`src/rtl/dmem_arbiter.sv`:
```
// dmem_arbiter: shares one datamemory port between two requesters, registering the winner
// and issuing a single-cycle memory strobe followed by a per-port ack/err pulse.
module dmem_arbiter #(
  parameter int DM_ADDRESS = 9,
  parameter int DATA_W = 32
) (
  input  logic                  clk,
  input  logic                  rst_n,
  input  logic                  p0_req,
  input  logic                  p0_we,
  input  logic [DM_ADDRESS-1:0] p0_addr,
  input  logic [DATA_W-1:0]     p0_wdata,
  input  logic [2:0]            p0_funct3,
  output logic                  p0_ack,
  output logic                  p0_err,
  output logic [DATA_W-1:0]     p0_rdata,
  input  logic                  p1_req,
  input  logic                  p1_we,
  input  logic [DM_ADDRESS-1:0] p1_addr,
  input  logic [DATA_W-1:0]     p1_wdata,
  input  logic [2:0]            p1_funct3,
  output logic                  p1_ack,
  output logic                  p1_err,
  output logic [DATA_W-1:0]     p1_rdata,
  output logic                  mem_read,
  output logic                  mem_write,
  output logic [DM_ADDRESS-1:0] mem_a,
  output logic [DATA_W-1:0]     mem_wd,
  output logic [2:0]            mem_funct3,
  input  logic [DATA_W-1:0]     mem_rd
);
  typedef enum logic [1:0] {IDLE, ACCESS, DONE} state_t;
  state_t state, state_nx;
  logic ptr, id_r, we_r, err_r;
  logic [DM_ADDRESS-1:0] addr_r;
  logic [DATA_W-1:0] wd_r;
  logic [2:0] f3_r;
  logic grant, win, win_we, legal, acc;
  logic [DM_ADDRESS-1:0] win_addr;
  logic [DATA_W-1:0] win_wd;
  logic [2:0] win_f3;

  function automatic logic legal_f(logic we, logic [1:0] a, logic [2:0] f3);
    return (f3 == 3'b000) || (f3 == 3'b001 && !a[0]) || (f3 == 3'b010 && a == 2'b00) ||
           (!we && (f3 == 3'b100 || (f3 == 3'b101 && !a[0])));
  endfunction

  always_comb begin
    grant = (state == IDLE) && (p0_req || p1_req);
    win = (p0_req && p1_req) ? ptr : p1_req;
    win_we = win ? p1_we : p0_we;
    win_addr = win ? p1_addr : p0_addr;
    win_wd = win ? p1_wdata : p0_wdata;
    win_f3 = win ? p1_funct3 : p0_funct3;
    legal = legal_f(win_we, win_addr[1:0], win_f3);
    state_nx = state;
    state_nx = (state == ACCESS) ? DONE :
               (state == DONE) ? IDLE :
               grant ? (legal ? ACCESS : DONE) : IDLE;
  end

  always_ff @(posedge clk) begin
    if (!rst_n) begin
      state <= IDLE;
      ptr <= 1'b0;
      id_r <= 1'b0;
      we_r <= 1'b0;
      err_r <= 1'b0;
      addr_r <= '0;
      wd_r <= '0;
      f3_r <= '0;
      p0_rdata <= '0;
      p1_rdata <= '0;
    end else begin
      state <= state_nx;
      if (grant) begin
        ptr <= ~win;
        id_r <= win;
        we_r <= win_we;
        err_r <= ~legal;
        addr_r <= win_addr;
        wd_r <= win_wd;
        f3_r <= win_f3;
      end
      if (state == ACCESS && !we_r && !id_r) p0_rdata <= mem_rd;
      if (state == ACCESS && !we_r && id_r) p1_rdata <= mem_rd;
    end
  end

  assign acc = (state == ACCESS);
  assign mem_read = acc & ~we_r;
  assign mem_write = acc & we_r;
  assign mem_a = acc ? addr_r : '0;
  assign mem_wd = acc ? wd_r : '0;
  assign mem_funct3 = acc ? f3_r : '0;
  assign p0_ack = (state == DONE) & ~id_r;
  assign p1_ack = (state == DONE) & id_r;
  assign p0_err = p0_ack & err_r;
  assign p1_err = p1_ack & err_r;
endmodule

```
`config.mk`:
```
export PLATFORM = sky130hd
export DESIGN_NAME = dmem_arbiter
export DESIGN_NICKNAME = d
export VERILOG_FILES = /design/src/rtl/dmem_arbiter.sv
export SDC_FILE = /design/constraint.sdc
export NUM_CORES = 1
export LEC_CHECK = 0
export ABC_AREA = 1
export BUFFER_PORTS_ARGS = -buffer_cell sky130_fd_sc_hd__buf_4
export CAP_MARGIN = 10
export CORE_UTILIZATION = 35
export CTS_BUF_LIST = sky130_fd_sc_hd__clkbuf_4 sky130_fd_sc_hd__clkbuf_8
export DETAILED_ROUTE_END_ITERATION = 16
export PLACE_DENSITY = 0.7
export SLEW_MARGIN = 20
export SYNTH_ARGS = -nofsm -noshare
export SYNTH_HDL_FRONTEND = slang
export SYNTH_SLANG_ARGS = --single-unit
```
`constraint.sdc`:
```
create_clock -name clk -period 3.72 [get_ports clk]
set_input_delay 0 -clock clk [delete_from_list [all_inputs] [get_ports clk]]
set_output_delay 0 -clock clk [all_outputs]
set_load 0.01 [all_outputs]
```
## Yosys cells after proc, flatten, opt, wreduce, memory -nomap -nowiden

Index checks and enable logic that the tools add are counted.

- Eq/ne operators: 6
- Mux-type cells: 12
- Bitwise gates (word level): 12
- Reduce and logical (&&, ||, !) cells: 22

Operators with widths:

| kind | count |
|---|---|
| $mux 32 | 2 |
| $mux 9 | 2 |
| $logic_and 1x1->1 | 9 |
| $mux 2 | 4 |
| $and 1x1->1 | 6 |
| $eq 3x3->1 const B | 2 |
| $mux 3 | 2 |
| $not 1->1 | 6 |
| $logic_or 1x1->1 | 5 |
| $logic_not 1->1 | 4 |
| $logic_not 2->1 | 2 |
| $reduce_or 4->1 | 1 |
| $eq 3x1->1 const B | 1 |
| $eq 3x2->1 const B | 1 |
| $logic_not 3->1 | 1 |
| $eq 2x1->1 const B | 1 |
| $eq 2x2->1 const B | 1 |
| $mux 1 | 2 |

- Flip-flop bits (word level): 114
- Input bits: 126
- Output and inout bits: 114

## Depth between registers and ports, before layout

- Depth after elaboration: 12
- Mapped depth: 10
- Gate-level depth less buffers: 9

## Worst setup path before layout

Ideal clock, no wire load.

- Kind: register to register
- Start: register state[1]
- End: register p1_rdata[19]
- Setup time: 70 ps
- Arrival time: 1345 ps
- Required time: 3650 ps
- Setup slack: 2305 ps
- Stages on the path, launching flop included: 10
- Clock period less this slack: 1415 ps
- Path through: dfxtp_1 -> inv_1 -> ha_1 -> buf_4 -> inv_1 -> nor2_2 -> nand2_1 -> clkbuf_1 -> nand2_1 -> a21oi_1

- Word-level cells in the longest chain between the ends: 3

RTL lines:

| what | RTL line | RTL |
|---|---|---|
| start: declaration | 33 | `state_t state, state_nx;` |
| start signal: assignment | 75 | `state <= state_nx;` |
| $eq 2x1->1 | 86 | `if (state == ACCESS && !we_r && id_r) p1_rdata <= mem_rd;` |
| $logic_and 1x1->1 (2 in series) | 86 |  |
| end signal: assignment | 86 |  |
| end: declaration | 24 | `output logic [DATA_W-1:0] p1_rdata,` |

Every way passes these cells.
A chain may end at the register's enable or synchronous reset.

## Worst setup path in the final report

- Start: register state[0]
- End: register wd_r[30]

- Word-level cells in the longest chain between the ends: 2

RTL lines:

| what | RTL line | RTL |
|---|---|---|
| $logic_not 2->1 | 49 | `grant = (state == IDLE) && (p0_req \|\| p1_req);` |
| $logic_and 1x1->1 | 49 |  |
| end signal: assignment | 82 | `wd_r <= win_wd;` |
| end: declaration | 36 | `logic [DATA_W-1:0] wd_r;` |

Every way passes these cells.

==> reports/qor.yml <==
outcome:
  outcome: "finished, final reports clean"
layout:
  finalNetCount: 1153
  area_growth_pct: 72.3
  layout_common_cells: "buf_4, nand2_1, dlygate4sd3_1, dfxtp_1, nand3_1"
  fin_area_sq_um: 8380
  final_common_cell: "buf_4"
  final_util: 0.625
  final_cells: 1214
  drive_gt1_frac: 0.281
placement:
  io_buffers: 239
  hpwlAfterDp_mm: 10.0
  post-place-ws_ns: 1.33
  dp_cells: 1059
  routabilityCongestion: 0.792
  place_area_sq_um: 6700
timing:
  fmax_ghz: 0.382
  whs_ns: 0.0194
  period_share: 0.704
  maxSlewViolCount: 0
  setup_ws_ns: 1.10
  hold_viol_final: 0
  finalClockSkew_ns: 0.00891
  relSlewSlack: 0.380
  setup_viol: 0
  rsz0062_at_grt: "false"
  tightest_slew_ns: 0.930
  fin_crit_ns: 2.62
  tns_ns: 0
run:
  drv_cap: 0
synth:
  syn_inst: 687
  yosysWarnings: 0
  synthTopCellsByArea: "dfxtp_1, nand2_1, nand3_1"
  ys_ff_latch: 114
  syn-cell-area_sq_um: 4870
  netlist.area_leader.share: 0.469
  syn_nets: 816
  synth_cell_types: 26
  ys_seq_area_frac: 0.469
  yosysTopAreaCell: "dfxtp_1"
  avgSynthCellArea_sq_um: 7.08
floorplanning:
  die_x_um: 120
  num_rows: 42
  core_region_area_sq_um: 13400
  start_util: 0.363
  dieArea_sq_um: 14400
  io_pins: 240
  die-height_um: 120
cts:
  cts_tree: "done"
  clock_path_buffers: 2
  ctsHtreeMaxLevel: 4
  cts_resized: 0
  path_clk_slew_ns: 0.08
  clkLatencyLatePin_ns: 0.43
  cts.sinks: 114
  cts_made_buffers: 17
  cts_root_buf: "clkbuf_8"
  post_cts_buffers: 0
global_route:
  grt_overflow: 0
  antenna_found_initial: 1
  grt_usage: 0.237
  grt_max_degree: 69
  grt_pass1_vias: 5670
  grt_pass1_wl_mm: 27.1
power_and_ir_drop:
  switching_share: 0.288
  netSwitchingPower_uw: 979
  pwr-share-seq: 0.403
  p_comb_frac: 0.223
  p_int_mw: 2.43
  power_mw: 3.41
  ir_drop_mv: 0.221
  p_leak_nw: 4.03
  powerDensity_nw_per_um2: 406
  power.share.clock: 0.374
min_path:
  hold_class: "input port to register"
route:
  drt_pre_antenna_iters: 5
  postRouteAntennaNets: 0
  drt-total-wl_mm: 16.8
  drtIter0Drc: 427
  routed_via_density: 4.84
  wl_per_cell_um: 13.9
  drc: 0
  via_count: 5874
setup_path:
  crit_type: "register to register"
  cp_data_required_time_ns: 4.09
  critPathMaxFanout: 31
  critPathLaunchType: "register"
  cp-end-kind: "register"
  cp.arrival_ns: 2.99
[power groups by stage]
stage / combinational, mW / sequential (mW) / clock (mW)
after floorplan: 0.354 / 1.39 / 0
after global placement: 0.578 / 1.40 / 0
after detailed placement: 0.586 / 1.40 / 0
after CTS: 0.735 / 1.37 / 1.30
after global routing: 0.830 / 1.38 / 1.37
final: 0.758 / 1.37 / 1.27
[worst max-delay path, stage by stage, from the launching register on]
cell and delay (ns):
dfxtp_1 0.32, inv_1 0.08, ha_1 0.19, o21ai_4 0.21, nor2_4 0.63, buf_4 0.30
nand2_1 0.07, a31oi_1 0.19, dlygate4sd3_1 0.58
[cell usage after synthesis]
library cell  number
o211ai_1           1
nand2_1          246
clkinv_1           1
a31oi_1           39
o21a_1             2
dfxtp_1          114
buf_4             12
a21oi_2            1
ha_1               3
clkbuf_1          21
nand2_4            1
nand3_1           71
nor3_1             1
nor2_1            16
a21oi_1           66
inv_2              1
buf_1              2
nand2_2            1
buf_2             15
a211oi_1           1
o21ai_4            1
nor2_2             2
inv_1             60
o21ai_0            6
nand4_1            1
buf_6              2
[final cells by class]
class	count	area [sq um]
Antenna cell	1	2.50
Clock buffer	17	234
Clock inverter	15	209
Fill cell	1139	5020
Inverter	62	234
Multi-Input combinational cell	459	2100
Sequential cell	114	2280
Tap cell	176	220
Timing Repair Buffer	370	3100
[path summary, 6_finish.rpt]
path                                     to  cells after the start  slack [ns]         start
worst max-delay path               wd_r[30]                      8        1.10      state[0]
worst min-delay path                f3_r[1]                      5        0.02  p1_funct3[1]
worst max register to register     wd_r[30]                      8        1.10      state[0]
worst min register to register  p0_rdata[0]                      2        0.46   p0_rdata[0]
[cells by family after synthesis]
| logic type | share of synthesized area |
|---|---|
| flops | 0.469 |
| compound gates | 0.136 |
| fa+ha+maj | 0.00771 |
| simple gates | 0.284 |
| buf+inv | 0.104 |
[registers in the layout, summed over array words and instances, names as in the netlist]
signal and cells:
p1_rdata 32, err_r 1, we_r 1, wd_r 32, addr_r 9, state 2
p0_rdata 32, ptr 1, id_r 1, f3_r 3
[metal layers]
layer	routed length, um	part of all wire	global-route usage	vias up
li1	-	-	-	2882
met1	7080	0.42	0.279	2684
met2	7910	0.47	0.387	270
met3	1440	0.086	0.0746	38
met4	422	0.025	0.116	0
met5	0	0	0	-
[repair_timing]
| action | in CTS | in global routing |
|---|---|---|
| endpoints found under the setup margin | 0 | 0 |
| hold buffers | 121 | 0 |
| hold endpoints to repair | 112 | 0 |
(Power assumes the default switching activity.)
